### src/rtl/fetch_pkg.sv
// Shared definitions for the instruction fetch controller.
//   - fetch_state_e : controller FSM states
//   - fetch_entry_t : one queue entry, {instruction word, PC} (64 bits)
//   - DEF_*         : default values for the controller parameters
package fetch_pkg;

  typedef enum logic [1:0] {
    ST_IDLE   = 2'd0,
    ST_RUN    = 2'd1,
    ST_HALTED = 2'd2
  } fetch_state_e;

  localparam logic [31:0] DEF_RESET_PC  = 32'h0000_0000;
  localparam logic [31:0] DEF_PC_STEP   = 32'd4;
  localparam logic [31:0] DEF_HALT_WORD = 32'hFFFF_FFFF;

  localparam logic [1:0]  QUEUE_DEPTH   = 2'd2;

  typedef struct packed {
    logic [31:0] word;
    logic [31:0] pc;
  } fetch_entry_t;

endpackage

### src/rtl/fetch_queue.sv
// Two-entry FIFO holding fetched {word, pc} pairs.
// Ports:
//   clk, reset   : clock and synchronous active-high reset (control state only)
//   push         : write push_data (ignored when full or flushing)
//   pop          : drop the head entry (ignored when empty or flushing)
//   flush        : empty the queue; overrides push and pop in the same cycle
//   push_data    : entry to write
//   head         : oldest entry, meaningful only while valid=1
//   valid        : queue holds at least one entry
//   count        : number of stored entries (0..2)
module fetch_queue
  import fetch_pkg::*;
(
  input  logic         clk,
  input  logic         reset,
  input  logic         push,
  input  logic         pop,
  input  logic         flush,
  input  fetch_entry_t push_data,
  output fetch_entry_t head,
  output logic         valid,
  output logic [1:0]   count
);

  fetch_entry_t entry_q [2];
  fetch_entry_t entry_d [2];
  logic         rd_ptr_q, rd_ptr_d;
  logic         wr_ptr_q, wr_ptr_d;
  logic [1:0]   count_q, count_d;
  logic         do_push, do_pop;

  always_comb begin
    entry_d  = entry_q;
    rd_ptr_d = rd_ptr_q;
    wr_ptr_d = wr_ptr_q;
    count_d  = count_q;
    do_push  = push && (count_q != QUEUE_DEPTH) && !flush;
    do_pop   = pop && (count_q != 2'd0) && !flush;

    if (flush) begin
      rd_ptr_d = 1'b0;
      wr_ptr_d = 1'b0;
      count_d  = 2'd0;
    end else begin
      if (do_push) begin
        entry_d[wr_ptr_q] = push_data;
        wr_ptr_d          = ~wr_ptr_q;
      end
      if (do_pop) begin
        rd_ptr_d = ~rd_ptr_q;
      end
      case ({do_push, do_pop})
        2'b10:   count_d = count_q + 2'd1;
        2'b01:   count_d = count_q - 2'd1;
        default: count_d = count_q;
      endcase
    end
  end

  always_ff @(posedge clk) begin
    if (reset) begin
      rd_ptr_q <= 1'b0;
      wr_ptr_q <= 1'b0;
      count_q  <= 2'd0;
    end else begin
      rd_ptr_q <= rd_ptr_d;
      wr_ptr_q <= wr_ptr_d;
      count_q  <= count_d;
    end
  end

  // Entry storage carries data only, so it is not reset.
  always_ff @(posedge clk) begin
    entry_q <= entry_d;
  end

  assign head  = entry_q[rd_ptr_q];
  assign valid = (count_q != 2'd0);
  assign count = count_q;

endmodule

### src/rtl/fetch_controller.sv
// Instruction fetch controller: walks the PC through a combinational
// instruction memory, buffers fetched words in a 2-entry queue and hands
// them to decode with a valid/ready handshake.
// Ports:
//   clk, reset      : clock and synchronous active-high reset
//   start           : pulse in IDLE to begin fetching from the current PC
//   redirect_valid  : load redirect_pc; flushes the queue outside IDLE
//   redirect_pc     : redirect target
//   imem_addr       : fetch PC presented to instruction memory
//   imem_word       : instruction at imem_addr (combinational)
//   inst_valid      : queue head is valid
//   inst_ready      : decode accepts the head this cycle
//   inst_word       : head instruction
//   inst_pc         : PC of the head instruction
//   halted          : controller is in HALTED
//   fetch_count     : instructions pushed since reset (wraps)
module fetch_controller
  import fetch_pkg::*;
#(
  parameter logic [31:0] RESET_PC  = DEF_RESET_PC,
  parameter logic [31:0] PC_STEP   = DEF_PC_STEP,
  parameter logic [31:0] HALT_WORD = DEF_HALT_WORD
) (
  input  logic        clk,
  input  logic        reset,
  input  logic        start,
  input  logic        redirect_valid,
  input  logic [31:0] redirect_pc,
  output logic [31:0] imem_addr,
  input  logic [31:0] imem_word,
  output logic        inst_valid,
  input  logic        inst_ready,
  output logic [31:0] inst_word,
  output logic [31:0] inst_pc,
  output logic        halted,
  output logic [15:0] fetch_count
);

  fetch_state_e state_q, state_d;
  logic [31:0]  pc_q, pc_d;
  logic [15:0]  fetch_count_q, fetch_count_d;
  logic         halted_q, halted_d;

  logic         q_push, q_pop, q_flush, q_valid;
  logic [1:0]   q_count;
  fetch_entry_t q_head, q_push_data;

  // A redirect always wins over a push so the old path never enters the queue.
  assign q_push  = (state_q == ST_RUN) && (q_count != QUEUE_DEPTH) && !redirect_valid;
  assign q_flush = redirect_valid && (state_q != ST_IDLE);
  assign q_pop   = q_valid && inst_ready;

  assign q_push_data.word = imem_word;
  assign q_push_data.pc   = pc_q;

  always_comb begin
    state_d       = state_q;
    pc_d          = pc_q;
    fetch_count_d = fetch_count_q;

    case (state_q)
      ST_IDLE: begin
        if (start) state_d = ST_RUN;
      end
      ST_RUN: begin
        if (q_push && (imem_word == HALT_WORD)) state_d = ST_HALTED;
      end
      ST_HALTED: begin
        if (redirect_valid) state_d = ST_RUN;
      end
      default: state_d = ST_IDLE;
    endcase

    if (redirect_valid) begin
      pc_d = redirect_pc;
    end else if (q_push) begin
      pc_d = pc_q + PC_STEP;
    end

    if (q_push) fetch_count_d = fetch_count_q + 16'd1;

    halted_d = (state_d == ST_HALTED);
  end

  always_ff @(posedge clk) begin
    if (reset) begin
      state_q       <= ST_IDLE;
      pc_q          <= RESET_PC;
      fetch_count_q <= 16'd0;
      halted_q      <= 1'b0;
    end else begin
      state_q       <= state_d;
      pc_q          <= pc_d;
      fetch_count_q <= fetch_count_d;
      halted_q      <= halted_d;
    end
  end

  fetch_queue u_queue (
    .clk       (clk),
    .reset     (reset),
    .push      (q_push),
    .pop       (q_pop),
    .flush     (q_flush),
    .push_data (q_push_data),
    .head      (q_head),
    .valid     (q_valid),
    .count     (q_count)
  );

  assign imem_addr   = pc_q;
  assign inst_valid  = q_valid;
  assign inst_word   = q_head.word;
  assign inst_pc     = q_head.pc;
  assign halted      = halted_q;
  assign fetch_count = fetch_count_q;

endmodule

### config.mk
export PLATFORM = sky130hd
export DESIGN_NAME = fetch_controller
export DESIGN_NICKNAME = d
export VERILOG_FILES = /design/src/rtl/fetch_pkg.sv /design/src/rtl/fetch_queue.sv /design/src/rtl/fetch_controller.sv
export SDC_FILE = /design/constraint.sdc
export NUM_CORES = 1
export LEC_CHECK = 0
export CORE_UTILIZATION = 50
export CTS_CLUSTER_DIAMETER = 30
export DETAILED_ROUTE_END_ITERATION = 8
export PLACE_DENSITY = 0.87
export SYNTH_ARGS = -nofsm -noshare
export SYNTH_HDL_FRONTEND = slang
export SYNTH_SLANG_ARGS = --single-unit
export TNS_END_PERCENT = 5
### constraint.sdc
create_clock -name clk -period 6.4 [get_ports clk]
set_clock_uncertainty 0.1 [all_clocks]
set_input_delay 1.28 -clock clk [delete_from_list [all_inputs] [get_ports clk]]
set_output_delay 1.28 -clock clk [all_outputs]
set_load 0.02 [all_outputs]
==> results.json, run 1 <==
{
  "yosysWarnings": 0,
  "initialDrtViolationCount": 471,
  "n_antenna_cell": 0,
  "crit_fanout": 37,
  "viasPerCell": 6.01,
  "dr.pass1.iters": 7,
  "post-cts-setup-buffer-count": 0,
  "track_usage_pct": 23.7,
  "grt_max_degree": 49,
  "grt_pass1_wl_um": 28900,
  "synth-edff-count": 128,
  "rows": 44,
  "tightest_slew_ns": 1.10,
  "layout_min_cycle_time_ns": 4.22,
  "port-buffer-count": 182,
  "rsz0062_at_grt": "no",
  "syn_nets": 659,
  "grt_pass1_vias": 5549,
  "cts_tree": "done",
  "cp_cell_sequence": "clkdlybuf4s50_1, buf_4, nor3_1, inv_1, nor2_4, buf_4",
  "synthFlopType": "edfxtp_1",
  "dpl.hpwl_um": 12700,
  "required_ns": 6.40,
  "relSlewSlack_pct": 26.4,
  "ys_types": 47,
  "start_kind": "primary input",
  "finalCritPeriodShare_pct": 65.9,
  "final_common_cell": "clkdlybuf4s50_1",
  "timing.rr.start": "state_q[1]$_SDFF_PP0_",
  "hold_path.class": "register to register",
  "ys_seq_elements": 183,
  "final_max_slew_viol_count": 0,
  "ys_seq_area_share_pct": 64.4,
  "setup_ws_ns": 2.18,
  "post_drt_wl_per_cell_um": 19.5,
  "drc": 0,
  "cts_made_buffers": 17,
  "irDropWorstVdd_mv": 0.192,
  "synth_cells": 587,
  "mappedNetlistArea_sq_um": 7680,
  "drv_cap": 0,
  "ctsRootBufferMaster": "clkbuf_16",
  "critPathCaptureType": "register",
  "crit_cells": 6,
  "gp_congestion": 0.834,
  "pre_cts_slack_ns": 1.75,
  "arrival_ns": 4.21,
  "clkTransAtPathRegs_ns": 0.07,
  "clock_latency_ns": 0.43,
  "crit_family": "simple AND/OR/NAND/NOR gates",
  "pin_count": 183,
  "hold_path_depth": 2,
  "syn_area_per_cell_sq_um": 13.1,
  "slowest_delay_ns": 0.88,
  "die-area_sq_um": 15900,
  "status": "finished clean",
  "area_delta_synth_final_pct": 33.7,
  "initial_core_util_pct": 52.1,
  "path_class": "primary input to register",
  "path_common_cell": "buf_4",
  "core_area_sq_um": 14800,
  "die_x_um": 126,
  "tns_ns": 0,
  "hold_buffers": 0,
  "cp_num_buf_inv": 4,
  "antenna_left": 0,
  "worstHoldStart": "fetch_count[14]$_SDFFE_PP0P_",
  "startpoint": "redirect_valid",
  "htree_levels": 4,
  "final_cell_mix": "clkdlybuf4s50_1, edfxtp_1, mux2_2, dfxtp_1, nor2_1",
  "drive_gt1_share_pct": 14.2,
  "gr-total-overflow": 0,
  "setup_viol": 0,
  "cpMaxStageDelayCell": "nor2_4",
  "cts_sinks": 183,
  "rr_worst_depth": 5,
  "async_flop_share_pct": 0,
  "final_nets": 834,
  "clockBufferDepth": 2,
  "p_leak_nw": 3.34,
  "fmax_mhz": 237,
  "drt_wl_total_um": 18700,
  "hold_violations": 0,
  "die_h_um": 126,
  "cts_resized": 0,
  "vias": 5764,
  "power_density_nw_per_um2": 271,
  "total_power_mw": 2.79,
  "antenna_found_initial": 0
}
-- worst reg2reg max path, stage by stage, from the launching register on --
cell	delay (ns)
dfxtp_1	0.35
nand2b_1	0.30
nor3_1	0.70
inv_1	0.22
nor2_4	0.88
buf_4	0.51
-- state kept, by name (all words and copies together), names as in the netlist --
name,cells
fetch_count,16
halted,1
imem_addr,32
state_q,2
u_queue.count,2
u_queue.entry_q,128
u_queue.rd_ptr_q,1
u_queue.wr_ptr_q,1
-- layer usage --
| metal | GRT usage (%) | wire length (um) | up-vias |
|---|---|---|---|
| met5 | 0 | 0 | - |
| li1 | - | - | 2641 |
| met2 | 40.1 | 9330 | 261 |
| met3 | 6.24 | 1180 | 39 |
| met1 | 29.1 | 7730 | 2823 |
| met4 | 9.07 | 428 | 0 |
-- area by class of cell --
type	instances	area, sq um
Clock buffer	17	425
Clock inverter	15	193
Fill cell	986	4480
Inverter	13	48.8
Multi-Input combinational cell	359	2560
Sequential cell	183	4950
Tap cell	184	230
Timing Repair Buffer	188	1870
-- metrics by stage --
step	util, %	hold WS, ns	instance area, sq um	instances
after floorplan	-	0.397	7680	587
after global placement	65.4	0.386	9650	927
after detailed placement	65.4	0.389	9650	927
after CTS	69.6	0.403	10300	959
after global routing	69.6	0.425	10300	959
final	69.6	0.407	10300	959
-- power breakdown --
part	switching, mW	internal, mW	total, mW
logic	0.167	0.171	0.338
clock network	0.468	0.625	1.09
registers	0.0432	1.31	1.35
-- cell families (layout without fill, tap and decap cells) --
kind of cell | Yosys count | in the layout | share of synthesized area, %
buffers and inverters | 45 | 233 | 2.43
muxes | 67 | 67 | 9.77
AOI/OAI and AO/OA | 86 | 86 | 7.93
and+or+nand+nor | 189 | 189 | 13.4
adders and majority gates | 3 | 3 | 0.489
DFF | 183 | 183 | 64.4
xor gates and xnor gates | 14 | 14 | 1.60
-- synth_stat cells, types with 2 or more instances --
master	instances	area (sq um)
nor3_1	3	15.0
a221oi_1	5	43.8
and4_1	5	43.8
o41ai_1	2	17.5
edfxtp_1	128	3840
nand2b_1	2	12.5
mux2_2	64	721
or2_2	5	31.3
and2_1	5	31.3
or3_1	12	75.1
nor4_1	16	100
and3_1	7	43.8
o21ai_0	20	100
a2111oi_0	3	26.3
dfxtp_1	55	1100
xor2_1	5	43.8
nor2_1	44	165
mux2i_1	3	30.0
o31ai_1	12	90.1
a21oi_1	10	50.1
or4_1	12	90.1
nand3_1	20	100
a311oi_1	12	105
ha_1	3	37.5
clkbuf_1	22	82.6
a211oi_1	8	60.1
buf_2	8	40.0
o311ai_0	2	17.5
nand2_1	22	82.6
nor2b_1	2	12.5
o31a_1	5	43.8
xnor2_1	9	78.8
inv_1	13	48.8
o211ai_1	2	15.0
nand4_1	27	169
nor3b_1	3	22.5
-- path summary, 6_finish.rpt --
check	end	slack, ns
hold / removal	fetch_count[14]$_SDFFE_PP0P_	0.41
hold reg to reg	fetch_count[14]$_SDFFE_PP0P_	0.41
setup / recovery	u_queue.entry_q[90]$_DFFE_PP_	2.18
setup reg to reg	u_queue.entry_q[90]$_DFFE_PP_	3.00
No activity file was read; power rests on OpenSTA's default activity.
==> run 2, diff against run 1 <==
Settings changed: CORE_UTILIZATION 50 to 45, PLACE_DENSITY 0.87 to 0.83.
Clock period 6.4 ns to 3.45 ns, I/O delays scaled along.
==> run 2 against run 1 <==
- global-route usage decreased by 3.1 points
- clock power grew 66%
- first-iteration DRC count down 13%
==> results.json, run 2 (synthesized netlist as in run 1, its figures left out) <==
{
  "clkTransAtPathRegs_ns": 0.07,
  "irDropWorstVdd_mv": 0.346,
  "finalCritPeriodShare_pct": 88.6,
  "r2r_end": "imem_addr[23]$_SDFFE_PP0N_",
  "status": "finished clean",
  "top_register": "u_queue.entry_q",
  "power_density_nw_per_um2": 479,
  "stdcell_count": 1001,
  "largest_reg_flops": 128,
  "ctsRootBufferMaster": "clkbuf_16",
  "clockBufferDepth": 2,
  "fmax_mhz": 327,
  "antenna_left": 0,
  "hold_buffers": 0,
  "crit_fanout": 32,
  "gr-total-overflow": 0,
  "regArea_sq_um": 4950,
  "setup_viol": 0,
  "hold_violations": 0,
  "final_util_pct": 62.2,
  "relSlewSlack_pct": 49.7,
  "holdWs_ns": 0.401,
  "drive_gt1_share_pct": 14.7,
  "path_class": "register to output port",
  "dp_cells": 969,
  "dpl-instance-area_sq_um": 9800,
  "initial_core_util_pct": 46.2,
  "cts_made_buffers": 17,
  "timing.rr.start": "imem_addr[7]$_SDFFE_PP0N_",
  "n_antenna_cell": 0,
  "core_area_sq_um": 16600,
  "htree_levels": 4,
  "final_max_slew_viol_count": 0,
  "cts_sinks": 183,
  "arrival_ns": 2.27,
  "cts_tree": "done",
  "die-area_sq_um": 17600,
  "n_fill_cell": 1285,
  "grt_pass1_wl_um": 28300,
  "final_cell_mix": "clkdlybuf4s50_1, edfxtp_1, mux2_2, dfxtp_1, nor2_1",
  "required_ns": 2.66,
  "worstHoldStart": "imem_addr[1]$_SDFFE_PP0P_",
  "drc": 0,
  "tightest_slew_ns": 0.747,
  "pin_count": 183,
  "rows": 47,
  "rsz0062_at_grt": "no",
  "port-buffer-count": 182,
  "clock_latency_ns": 0.42,
  "start_kind": "register",
  "die_x_um": 133,
  "cts_resized": 0,
  "grt_pass1_vias": 5492,
  "post_drt_wl_per_cell_um": 17.8,
  "grt_max_degree": 59,
  "track_usage_pct": 20.6,
  "whs_endpoint": "u_queue.entry_q[65]$_DFFE_PP_",
  "vias": 5612,
  "initialDrtViolationCount": 408,
  "dr.pass1.iters": 6,
  "drv_cap": 0,
  "final_cell_area_sq_um": 10300,
  "p_leak_nw": 3.35,
  "r2r_slack_ns": 0.96,
  "hold_path.class": "register to register",
  "viasPerCell": 5.61,
  "area_delta_synth_final_pct": 34.7,
  "hold_path_depth": 0,
  "rr_worst_depth": 4,
  "layout_min_cycle_time_ns": 3.06,
  "gp_congestion": 0.840,
  "critPathCaptureType": "output port",
  "post-cts-setup-buffer-count": 0,
  "drt_wl_total_um": 17900,
  "die_h_um": 133,
  "multi_input_area_sq_um": 2560,
  "dpl.hpwl_um": 12400,
  "final_nets": 840,
  "antenna_found_initial": 0,
  "final_common_cell": "clkdlybuf4s50_1"
}
==> run 2: changes by cell type in the layout (fill, tap and decap cells not counted), moves of 2 or more <==
cell        previous run  this run
clkinv_2               0         3
bufinv_16              3         1
clkinv_4               3         0
clkinvlp_4             2         4
buf_4                  6         8
inv_8                  2         0
buf_12                 0         4
==> run 2: report_power, final <==
group	total [mW]	switching (mW)	internal, mW
Clock	1.81	0.814	0.999
Combinational	0.628	0.301	0.328
Sequential	2.51	0.0814	2.43
Total	4.95	1.20	3.76
==> run 2: layout make-up <==
class	count	share of cell area, %
repair buffers	194	19.0
well taps	220	2.66
multi-input cells	359	24.8
clock inverters	14	1.19
flip-flops and latches	183	47.8
inverters	13	0.472
clock buffers	18	4.15
==> run 2: worst max-delay path by stage <==
stage | cells past startpoint | slack (ns) | endpoint | start
6_report | 3 | 0.39 | inst_pc[11] | u_queue.rd_ptr_q$_SDFFE_PP0P_
5_1_grt | 3 | 0.28 | inst_pc[5] | u_queue.rd_ptr_q$_SDFFE_PP0P_
4_1_cts | 3 | 0.34 | inst_pc[11] | u_queue.rd_ptr_q$_SDFFE_PP0P_
3_5_place_dp | 5 | 0.58 | fetch_count[12]$_SDFFE_PP0P_ | redirect_valid
3_3_place_gp | 5 | 0.66 | fetch_count[12]$_SDFFE_PP0P_ | redirect_valid
2_1_floorplan | 3 | -0.08 | u_queue.entry_q[0]$_DFFE_PP_ | redirect_valid
==> run 2: metrics by stage <==
step / setup TNS [ns] / total power [mW] / worst slack [ns]
2_1_floorplan: -4.81 / 2.86 / -0.0751
3_3_place_gp: 0 / 3.18 / 0.657
3_5_place_dp: 0 / 3.19 / 0.582
4_1_cts: 0 / 4.99 / 0.345
5_1_grt: 0 / 5.13 / 0.284
6_report: 0 / 4.95 / 0.395
==> run 2: per-layer routing <==
| layer | vias up | track usage [%] | share of wire [%] |
|---|---|---|---|
| met3 | 30 | 4.44 | 5.0 |
| met4 | 0 | 9.39 | 2.8 |
| li1 | 2675 | - | - |
| met5 | - | 0 | 0 |
| met2 | 202 | 33.7 | 49 |
| met1 | 2705 | 26.3 | 43 |
==> run 2: worst max-delay path, stage by stage, from the launching register on <==
cell and delay (ns):
dfxtp_4 0.67, buf_4 0.28, mux2_2 0.35, clkdlybuf4s50_1 0.54
